[src/rtl/pq_pkg.sv]
// Shared types for the packed-word symbol serializer: symbol width,
// symbol type and the serializer FSM state encoding.
package pq_pkg;

    localparam int SYMBOL_W = 4;

    typedef logic [SYMBOL_W-1:0] pq_sym_t;

    typedef enum logic [0:0] {
        PQ_IDLE = 1'b0,
        PQ_SEND = 1'b1
    } pq_state_e;

endpackage

[src/rtl/pq_symbol_serializer.sv]
// Accepts a packed word of PQ_SYMBOLS 4-bit symbols and emits them LSB-first
// over a valid/ready symbol stream, allowing back-to-back words without a bubble.
module pq_symbol_serializer
    import pq_pkg::*;
#(
    parameter int PQ_SYMBOLS = 4
) (
    input  logic                           i_clk,
    input  logic                           i_rst_n,
    input  logic                           i_en,
    input  logic [PQ_SYMBOLS*SYMBOL_W-1:0] i_all_symbols_4b,
    input  logic                           i_valid,
    output logic                           o_ready,
    output pq_sym_t                        o_sym,
    output logic                           o_sym_valid,
    input  logic                           i_sym_ready,
    output logic                           o_sym_last,
    output logic [$clog2(PQ_SYMBOLS)-1:0]  o_sym_idx
);

    localparam int WORD_W = PQ_SYMBOLS * SYMBOL_W;
    localparam int IDX_W  = $clog2(PQ_SYMBOLS);
    localparam logic [IDX_W-1:0] LAST_IDX = IDX_W'(PQ_SYMBOLS - 1);

    pq_state_e         state_r;
    pq_state_e         state_nxt_s;
    logic [WORD_W-1:0] word_r;
    logic [WORD_W-1:0] word_nxt_s;
    pq_sym_t           sym_r;
    pq_sym_t           sym_nxt_s;
    logic              sym_valid_r;
    logic              sym_valid_nxt_s;
    logic              sym_last_r;
    logic              sym_last_nxt_s;
    logic [IDX_W-1:0]  idx_r;
    logic [IDX_W-1:0]  idx_nxt_s;
    logic              ready_s;
    logic              accept_s;
    logic              sym_acc_s;

    // Acceptance handshakes; a new word may land in the same cycle the last symbol leaves.
    always_comb begin
        ready_s   = i_rst_n & i_en &
                    ((state_r == PQ_IDLE) | (sym_valid_r & i_sym_ready & sym_last_r));
        accept_s  = i_valid & ready_s;
        sym_acc_s = sym_valid_r & i_sym_ready;
    end

    assign o_ready     = ready_s;
    assign o_sym       = sym_r;
    assign o_sym_valid = sym_valid_r;
    assign o_sym_last  = sym_last_r;
    assign o_sym_idx   = idx_r;

    // Next-state and output-register logic.
    always_comb begin
        state_nxt_s     = state_r;
        word_nxt_s      = word_r;
        sym_nxt_s       = sym_r;
        sym_valid_nxt_s = sym_valid_r;
        sym_last_nxt_s  = sym_last_r;
        idx_nxt_s       = idx_r;
        case (state_r)
            PQ_IDLE: begin
                if (accept_s) begin
                    state_nxt_s     = PQ_SEND;
                    word_nxt_s      = i_all_symbols_4b;
                    sym_nxt_s       = i_all_symbols_4b[SYMBOL_W-1:0];
                    sym_valid_nxt_s = 1'b1;
                    sym_last_nxt_s  = 1'b0;
                    idx_nxt_s       = {IDX_W{1'b0}};
                end else begin
                    state_nxt_s = PQ_IDLE;
                end
            end
            PQ_SEND: begin
                if (accept_s) begin
                    word_nxt_s      = i_all_symbols_4b;
                    sym_nxt_s       = i_all_symbols_4b[SYMBOL_W-1:0];
                    sym_valid_nxt_s = 1'b1;
                    sym_last_nxt_s  = 1'b0;
                    idx_nxt_s       = {IDX_W{1'b0}};
                end else if (sym_acc_s) begin
                    if (sym_last_r) begin
                        state_nxt_s     = PQ_IDLE;
                        sym_nxt_s       = {SYMBOL_W{1'b0}};
                        sym_valid_nxt_s = 1'b0;
                        sym_last_nxt_s  = 1'b0;
                        idx_nxt_s       = {IDX_W{1'b0}};
                    end else begin
                        // Held word shifts down so the next symbol is always at bits [7:4].
                        word_nxt_s     = word_r >> SYMBOL_W;
                        sym_nxt_s      = word_r[2*SYMBOL_W-1:SYMBOL_W];
                        idx_nxt_s      = idx_r + IDX_W'(1);
                        sym_last_nxt_s = ((idx_r + IDX_W'(1)) == LAST_IDX);
                    end
                end else begin
                    state_nxt_s = PQ_SEND;
                end
            end
            default: begin
                state_nxt_s     = PQ_IDLE;
                word_nxt_s      = {WORD_W{1'b0}};
                sym_nxt_s       = {SYMBOL_W{1'b0}};
                sym_valid_nxt_s = 1'b0;
                sym_last_nxt_s  = 1'b0;
                idx_nxt_s       = {IDX_W{1'b0}};
            end
        endcase
    end

    // State and output registers with synchronous active-low reset.
    always_ff @(posedge i_clk) begin
        if (!i_rst_n) begin
            state_r     <= PQ_IDLE;
            word_r      <= {WORD_W{1'b0}};
            sym_r       <= {SYMBOL_W{1'b0}};
            sym_valid_r <= 1'b0;
            sym_last_r  <= 1'b0;
            idx_r       <= {IDX_W{1'b0}};
        end else begin
            state_r     <= state_nxt_s;
            word_r      <= word_nxt_s;
            sym_r       <= sym_nxt_s;
            sym_valid_r <= sym_valid_nxt_s;
            sym_last_r  <= sym_last_nxt_s;
            idx_r       <= idx_nxt_s;
        end
    end

endmodule

[config.mk]
export PLATFORM = sky130hd
export DESIGN_NAME = pq_symbol_serializer
export DESIGN_NICKNAME = d
export VERILOG_FILES = /design/src/rtl/pq_pkg.sv /design/src/rtl/pq_symbol_serializer.sv
export SDC_FILE = /design/constraint.sdc
export NUM_CORES = 1
export LEC_CHECK = 0
export ABC_AREA = 1
export BUFFER_PORTS_ARGS = -buffer_cell sky130_fd_sc_hd__buf_2
export CAP_MARGIN = 15
export CELL_PAD_IN_SITES_DETAIL_PLACEMENT = 0
export CELL_PAD_IN_SITES_GLOBAL_PLACEMENT = 1
export CORE_UTILIZATION = 38
export DETAILED_ROUTE_END_ITERATION = 12
export PLACE_DENSITY_LB_ADDON = 0.1
export SKIP_CTS_REPAIR_TIMING = 1
export SYNTH_ARGS = -nofsm -noshare
export SYNTH_HDL_FRONTEND = slang
export SYNTH_SLANG_ARGS = --single-unit
[constraint.sdc]
create_clock -name i_clk -period 3.47 [get_ports i_clk]
set_input_delay 0.5205 -clock i_clk [delete_from_list [all_inputs] [get_ports i_clk]]
set_output_delay 0.5205 -clock i_clk [all_outputs]
set_load 0.1 [all_outputs]
==> results.cfg, run 1 <==
[clock_network]
cts.sinks = 21
cts_buffers = 3
root_buffer = clkbuf_4
clk_pin_slew_ns = 0.13
cts_tree = yes
clock_latency_ns = 0.30
clockBufferDepth = 2
cts_htree_levels = 1

[power]
vdd_drop_max_mv = 0.207
total_power_uw = 470
p_leak_nw = 0.600
power_density_nw_per_um2 = 380

[setup_path]
crit_type = reg2out
cp.required_ns = 2.95
cp-start-kind = register
crit_path_end_kind = output port
cp_max_fo = 21
arrival_ns = 1.78
r2r_cells = 7

[flow_run]
maxCapViolCount = 0

[global_route]
antenna_found_initial = 0
grt_pass1_vias = 877
grt_util_all_layers = 0.148
use_met3 = 0.0234
use_met1 = 0.197
grt_pass1_wl_um = 3710
busiest_layer = met2
grt_max_degree = 31
grt_overflow = 0
use_met2 = 0.238

[synth]
syn_nets = 180
synth_area_um2 = 1080
synth-seq-cells = 21
yosysTopAreaCellShare = 0.390
syn_inst = 158
syn_avg_cell_area_um2 = 6.83
synth_warnings = 0
seq_area_frac_synth = 0.390
yosys-top-cells-area = dfxtp_1 39%, nand2_1 11%, a21oi_1 11%
synth_top_cell_by_area = dfxtp_1
synth.distinct_cells = 19

[timing]
post-route-period-util = 0.662
skew_ns = 0.00478
hold_viol_final = 0
setup_viol = 0
tightest_slew_ns = 0.712
max_freq_mhz = 435
relSlewSlack = 0.525
drv_slew = 0
final.setup.tns_ns = 0
period_minus_slack_ns = 2.30
rsz0062_at_grt = false
holdWs_ns = 0.447

[final_layout]
fin_util = 0.482
final_common_cell = nand2_1
finalNetCount = 206
num_antenna_cells = 0
syn2layout_area_growth_pct = 14.8
post-route-cell-area_um2 = 1240
layout_common_cells = 32 x nand2_1, 29 x buf_2, 23 x a21oi_1
layout-drive-gt1-share = 0.224

[routing]
finalWirelength_um = 2160
first_iter_violations = 17
wl_per_cell_um = 10.2
drt_drc_violations_left = 0
antenna_left = 0
vias = 1021
via_per_inst = 4.79
first_pass_iters = 3

[status]
status = complete, no violations

[floorplan]
initial_core_util = 0.420
fp-row-count = 18
die_area_um2 = 3060
ios = 30
die_x_um = 55.3
core_um2 = 2570
die_y_um = 55.3

[placement]
port_buffers = 29
dpl_cell_area_um2 = 1210
globalplace.congestion = 0.724
hpwl_um = 1510

[min_path]
hp-class = in2reg
whs_path_depth = 3
==> power by group <==
part	internal, mW	total (mW)	switching, mW
logic	0.0268	0.0890	0.0622
clock network	0.0430	0.122	0.0785
registers	0.252	0.260	0.00797
==> cells by family (layout without fill, tap and decap cells) <==
| logic type | after synthesis | after routing | synth area share |
|---|---|---|---|
| flip-flops | 21 | 21 | 0.390 |
| AO/OA/AOI/OAI | 34 | 34 | 0.165 |
| adder cells (fa/ha/maj) | 1 | 1 | 0.0116 |
| buffers and inverters | 28 | 53 | 0.116 |
| AND/OR/NAND/NOR | 74 | 74 | 0.318 |
==> layout make-up <==
class / count / area, um^2
Tap cell: 30 / 37.5
Clock buffer: 3 / 22.5
Multi-Input combinational cell: 109 / 533
Clock inverter: 1 / 5.00
Fill cell: 292 / 1330
Inverter: 20 / 75.1
Timing Repair Buffer: 29 / 145
Sequential cell: 21 / 420
==> registers in the layout (all words and copies together), names as in the netlist <==
name	cells
o_sym_valid	1
state_r	1
o_sym_last	1
o_sym	4
word_r	12
o_sym_idx	2
==> path summary, 6_finish.rpt <==
path	from	endpoint	slack, ns
worst max-delay path	state_r$_SDFF_PN0_	o_ready	1.17
worst min-delay path	i_all_symbols_4b[0]	o_sym[0]$_SDFFE_PN0P_	0.45
worst max register to register	state_r$_SDFF_PN0_	word_r[12]$_SDFFE_PN0P_	1.32
worst min register to register	word_r[13]$_SDFFE_PN0P_	word_r[13]$_SDFFE_PN0P_	0.47
==> layer usage <==
metal / part of all wire / vias to the layer above
li1: - / 552
met1: 0.51 / 452
met2: 0.45 / 15
met3: 0.034 / 2
met4: 0.0097 / 0
met5: 0 / -
==> through the flow <==
stage                     instances  setup WS (ns)
after floorplan                 158          0.158
after global placement          209           1.31
after detailed placement        209           1.26
after CTS                       213           1.16
after global routing            213           1.07
final                           213           1.17
==> worst max-delay path, stage by stage, from the launching register on <==
cell	delay [ns]
dfxtp_1	0.56
a21oi_1	0.42
buf_2	0.50
==> cells in the mapped netlist <==
cell type  instances
nand2_1           32
a21oi_1           23
dfxtp_1           21
nor2_1            20
inv_1             19
nand3_1           15
o21ai_0            9
buf_2              4
a21oi_2            2
buf_6              2
nand3b_1           2
nand3b_2           2
buf_1              1
clkbuf_1           1
ha_1               1
inv_2              1
nand2_4            1
nand3_4            1
or2_2              1
Note: power is estimated with default switching activity, not from simulation.
==> run 2, diff against run 1 <==
--- a/config.mk
+++ b/config.mk
@@ -5,12 +5,12 @@
 export SDC_FILE = /design/constraint.sdc
 export NUM_CORES = 1
 export LEC_CHECK = 0
-export ABC_AREA = 1
+export ABC_AREA = 0
 export BUFFER_PORTS_ARGS = -buffer_cell sky130_fd_sc_hd__buf_2
 export CAP_MARGIN = 15
 export CELL_PAD_IN_SITES_DETAIL_PLACEMENT = 0
 export CELL_PAD_IN_SITES_GLOBAL_PLACEMENT = 1
-export CORE_UTILIZATION = 38
+export CORE_UTILIZATION = 34
 export DETAILED_ROUTE_END_ITERATION = 12
 export PLACE_DENSITY_LB_ADDON = 0.1
 export SKIP_CTS_REPAIR_TIMING = 1
==> constraint.sdc (replaced) <==
create_clock -name i_clk -period 2.1 [get_ports i_clk]
set_input_delay 0.315 -clock i_clk [delete_from_list [all_inputs] [get_ports i_clk]]
set_output_delay 0.315 -clock i_clk [all_outputs]
set_load 0.1 [all_outputs]
==> run 2 against run 1 <==
  * Clock power is 64% higher
  * Via count is 0.98% lower
  * Non-clock buffer count is 1 higher
  * Worst setup slack worse by 1.0 ns
  * Critical path depth is 2 higher
  * Clock skew is 0.0012 ns higher
  * Combinational power is 90% higher
  * Sequential power is 68% higher
  * Final cell count is 6.1% lower
  * Final area is 7.8% higher
  * Critical endpoint unchanged
  * Largest cell class unchanged
  * Highest routed layer unchanged
==> results.cfg, run 2 <==
[setup_path]
r2r_slack_ns = 0.66
cp.required_ns = 1.78
cp_max_fo = 17
crit_path_end_kind = output port
crit_type = reg2out
crit_chain = nand3_1, nand2_1, and3_2, clkbuf_4
slowest_delay_ns = 0.50
slowest_stage = dfxtp_2
cp-start-kind = register
arrival_ns = 1.62

[routing]
vias = 1011
first_pass_iters = 4
antenna_left = 0
drt_drc_violations_left = 0
first_iter_violations = 25
wl_per_cell_um = 12.5
finalWirelength_um = 2500
via_per_inst = 5.06

[clock_network]
clockBufferDepth = 2
cts_tree = yes
cts.sinks = 21
clk_pin_slew_ns = 0.13
root_buffer = clkbuf_4
cts_buffers = 3
clock_latency_ns = 0.31
cts_htree_levels = 1

[synth]
synth_warnings = 0
yosys-top-cells-area = dfxtp_1 37%, a221oi_2 11%, inv_1 6.7%
syn_inst = 128
synth-seq-cells = 21
syn_nets = 150
synthTopCellsByCount = 21 x dfxtp_1, 20 x inv_1, 12 x o21ai_0
synth_top_cell_by_area = dfxtp_1
syn_avg_cell_area_um2 = 8.81
synthArstFlopShare = 0
synth.most_common_cell = dfxtp_1
yosysTopAreaCellShare = 0.373
seq_area_frac_synth = 0.373
ys.flop_type = dfxtp_1
synth.distinct_cells = 27
synth_edf_count = 0
synth_area_um2 = 1130

[status]
status = complete, no violations

[placement]
hpwl_um = 1850
globalplace.congestion = 0.790
post-place-cells = 196
dpl_worst_slack_ns = 0.427
port_buffers = 29

[timing]
hold_viol_final = 0
post-route-period-util = 0.924
worst_slack_ns = 0.161
final.setup.tns_ns = 0
tightest_slew_ns = 0.488
setup_viol = 0
rsz0062_at_grt = false
max_freq_mhz = 516
period_minus_slack_ns = 1.94
relSlewSlack = 0.677
drv_slew = 0
skew_ns = 0.00593

[final_layout]
layout-drive-gt1-share = 0.333
largest_reg_flops = 12
final_cells = 200
nFillCells = 352
syn2layout_area_growth_pct = 18.4
max_flop_register = word_r
final_common_cell = buf_2
seq_area_um2 = 423
finalNetCount = 179
num_antenna_cells = 0
multiInputGateArea_um2 = 599
layout_common_cells = 28 x buf_2, 20 x inv_1, 19 x dfxtp_1

[floorplan]
die_area_um2 = 3550
die_y_um = 59.6
core_um2 = 3100
fp-row-count = 20
ios = 30
initial_core_util = 0.363
die_x_um = 59.6

[global_route]
grt_max_degree = 19
grt_pass1_wl_um = 4340
grt_overflow = 0
grt_util_all_layers = 0.165
grt_pass1_vias = 984
antenna_found_initial = 0

[power]
p_leak_nw = 0.527
vdd_drop_max_mv = 0.194
power_density_nw_per_um2 = 603

[flow_run]
maxCapViolCount = 0

[min_path]
hp-class = in2reg
[run 2: critical path, delay by kind of cell, from the launching register on]
family / cells / cell delay [ns]
DFF: 1 / 0.50
buffers and inverters: 1 / 0.32
and+or+nand+nor: 3 / 0.50
[run 2: final cells by class]
type	instances	share of cell area
Timing Repair Buffer	30	0.116
Clock buffer	3	0.0169
Clock inverter	1	0.00375
Tap cell	44	0.0412
Multi-Input combinational cell	81	0.449
Inverter	20	0.0562
Sequential cell	21	0.317
[run 2: logic make-up after synthesis]
| logic type | share of synthesized area |
|---|---|
| compound gates | 0.341 |
| fa+ha+maj | 0.0111 |
| buf+inv | 0.0965 |
| flops | 0.373 |
| simple gates | 0.179 |
[run 2: where the power goes]
part	internal [mW]	switching, mW	leakage, nW
Combinational	0.0554	0.114	0.336
Clock	0.0711	0.129	0.0177
Sequential	0.421	0.0146	0.173
[run 2: per-stage QoR]
step / instance area [um^2] / utilization / power, mW / hold slack, ns
3_3_place_gp: 1310 / 0.421 / 0.613 / 0.454
2_1_floorplan: 1130 / - / 0.570 / 0.445
4_1_cts: 1330 / 0.429 / 0.817 / 0.221
6_report: 1340 / 0.430 / 0.805 / 0.234
3_5_place_dp: 1310 / 0.421 / 0.615 / 0.459
5_1_grt: 1340 / 0.430 / 0.851 / 0.216
[run 2: final timing paths]
path / startpoint / endpoint / depth (start not counted)
setup / recovery: o_sym_last$_SDFFE_PN0P_ / o_ready / 4
hold / removal: i_all_symbols_4b[5] / word_r[5]$_SDFFE_PN0P_ / 3
setup reg to reg: state_r$_SDFF_PN0_ / word_r[11]$_SDFFE_PN0P_ / 3
hold reg to reg: word_r[11]$_SDFFE_PN0P_ / word_r[11]$_SDFFE_PN0P_ / 2
[run 2: metal layers]
layer / global-route usage / wire length, um
met4: 0.0831 / 34
met3: 0.0284 / 80
met5: 0 / 0
met1: 0.211 / 1250
met2: 0.266 / 1130
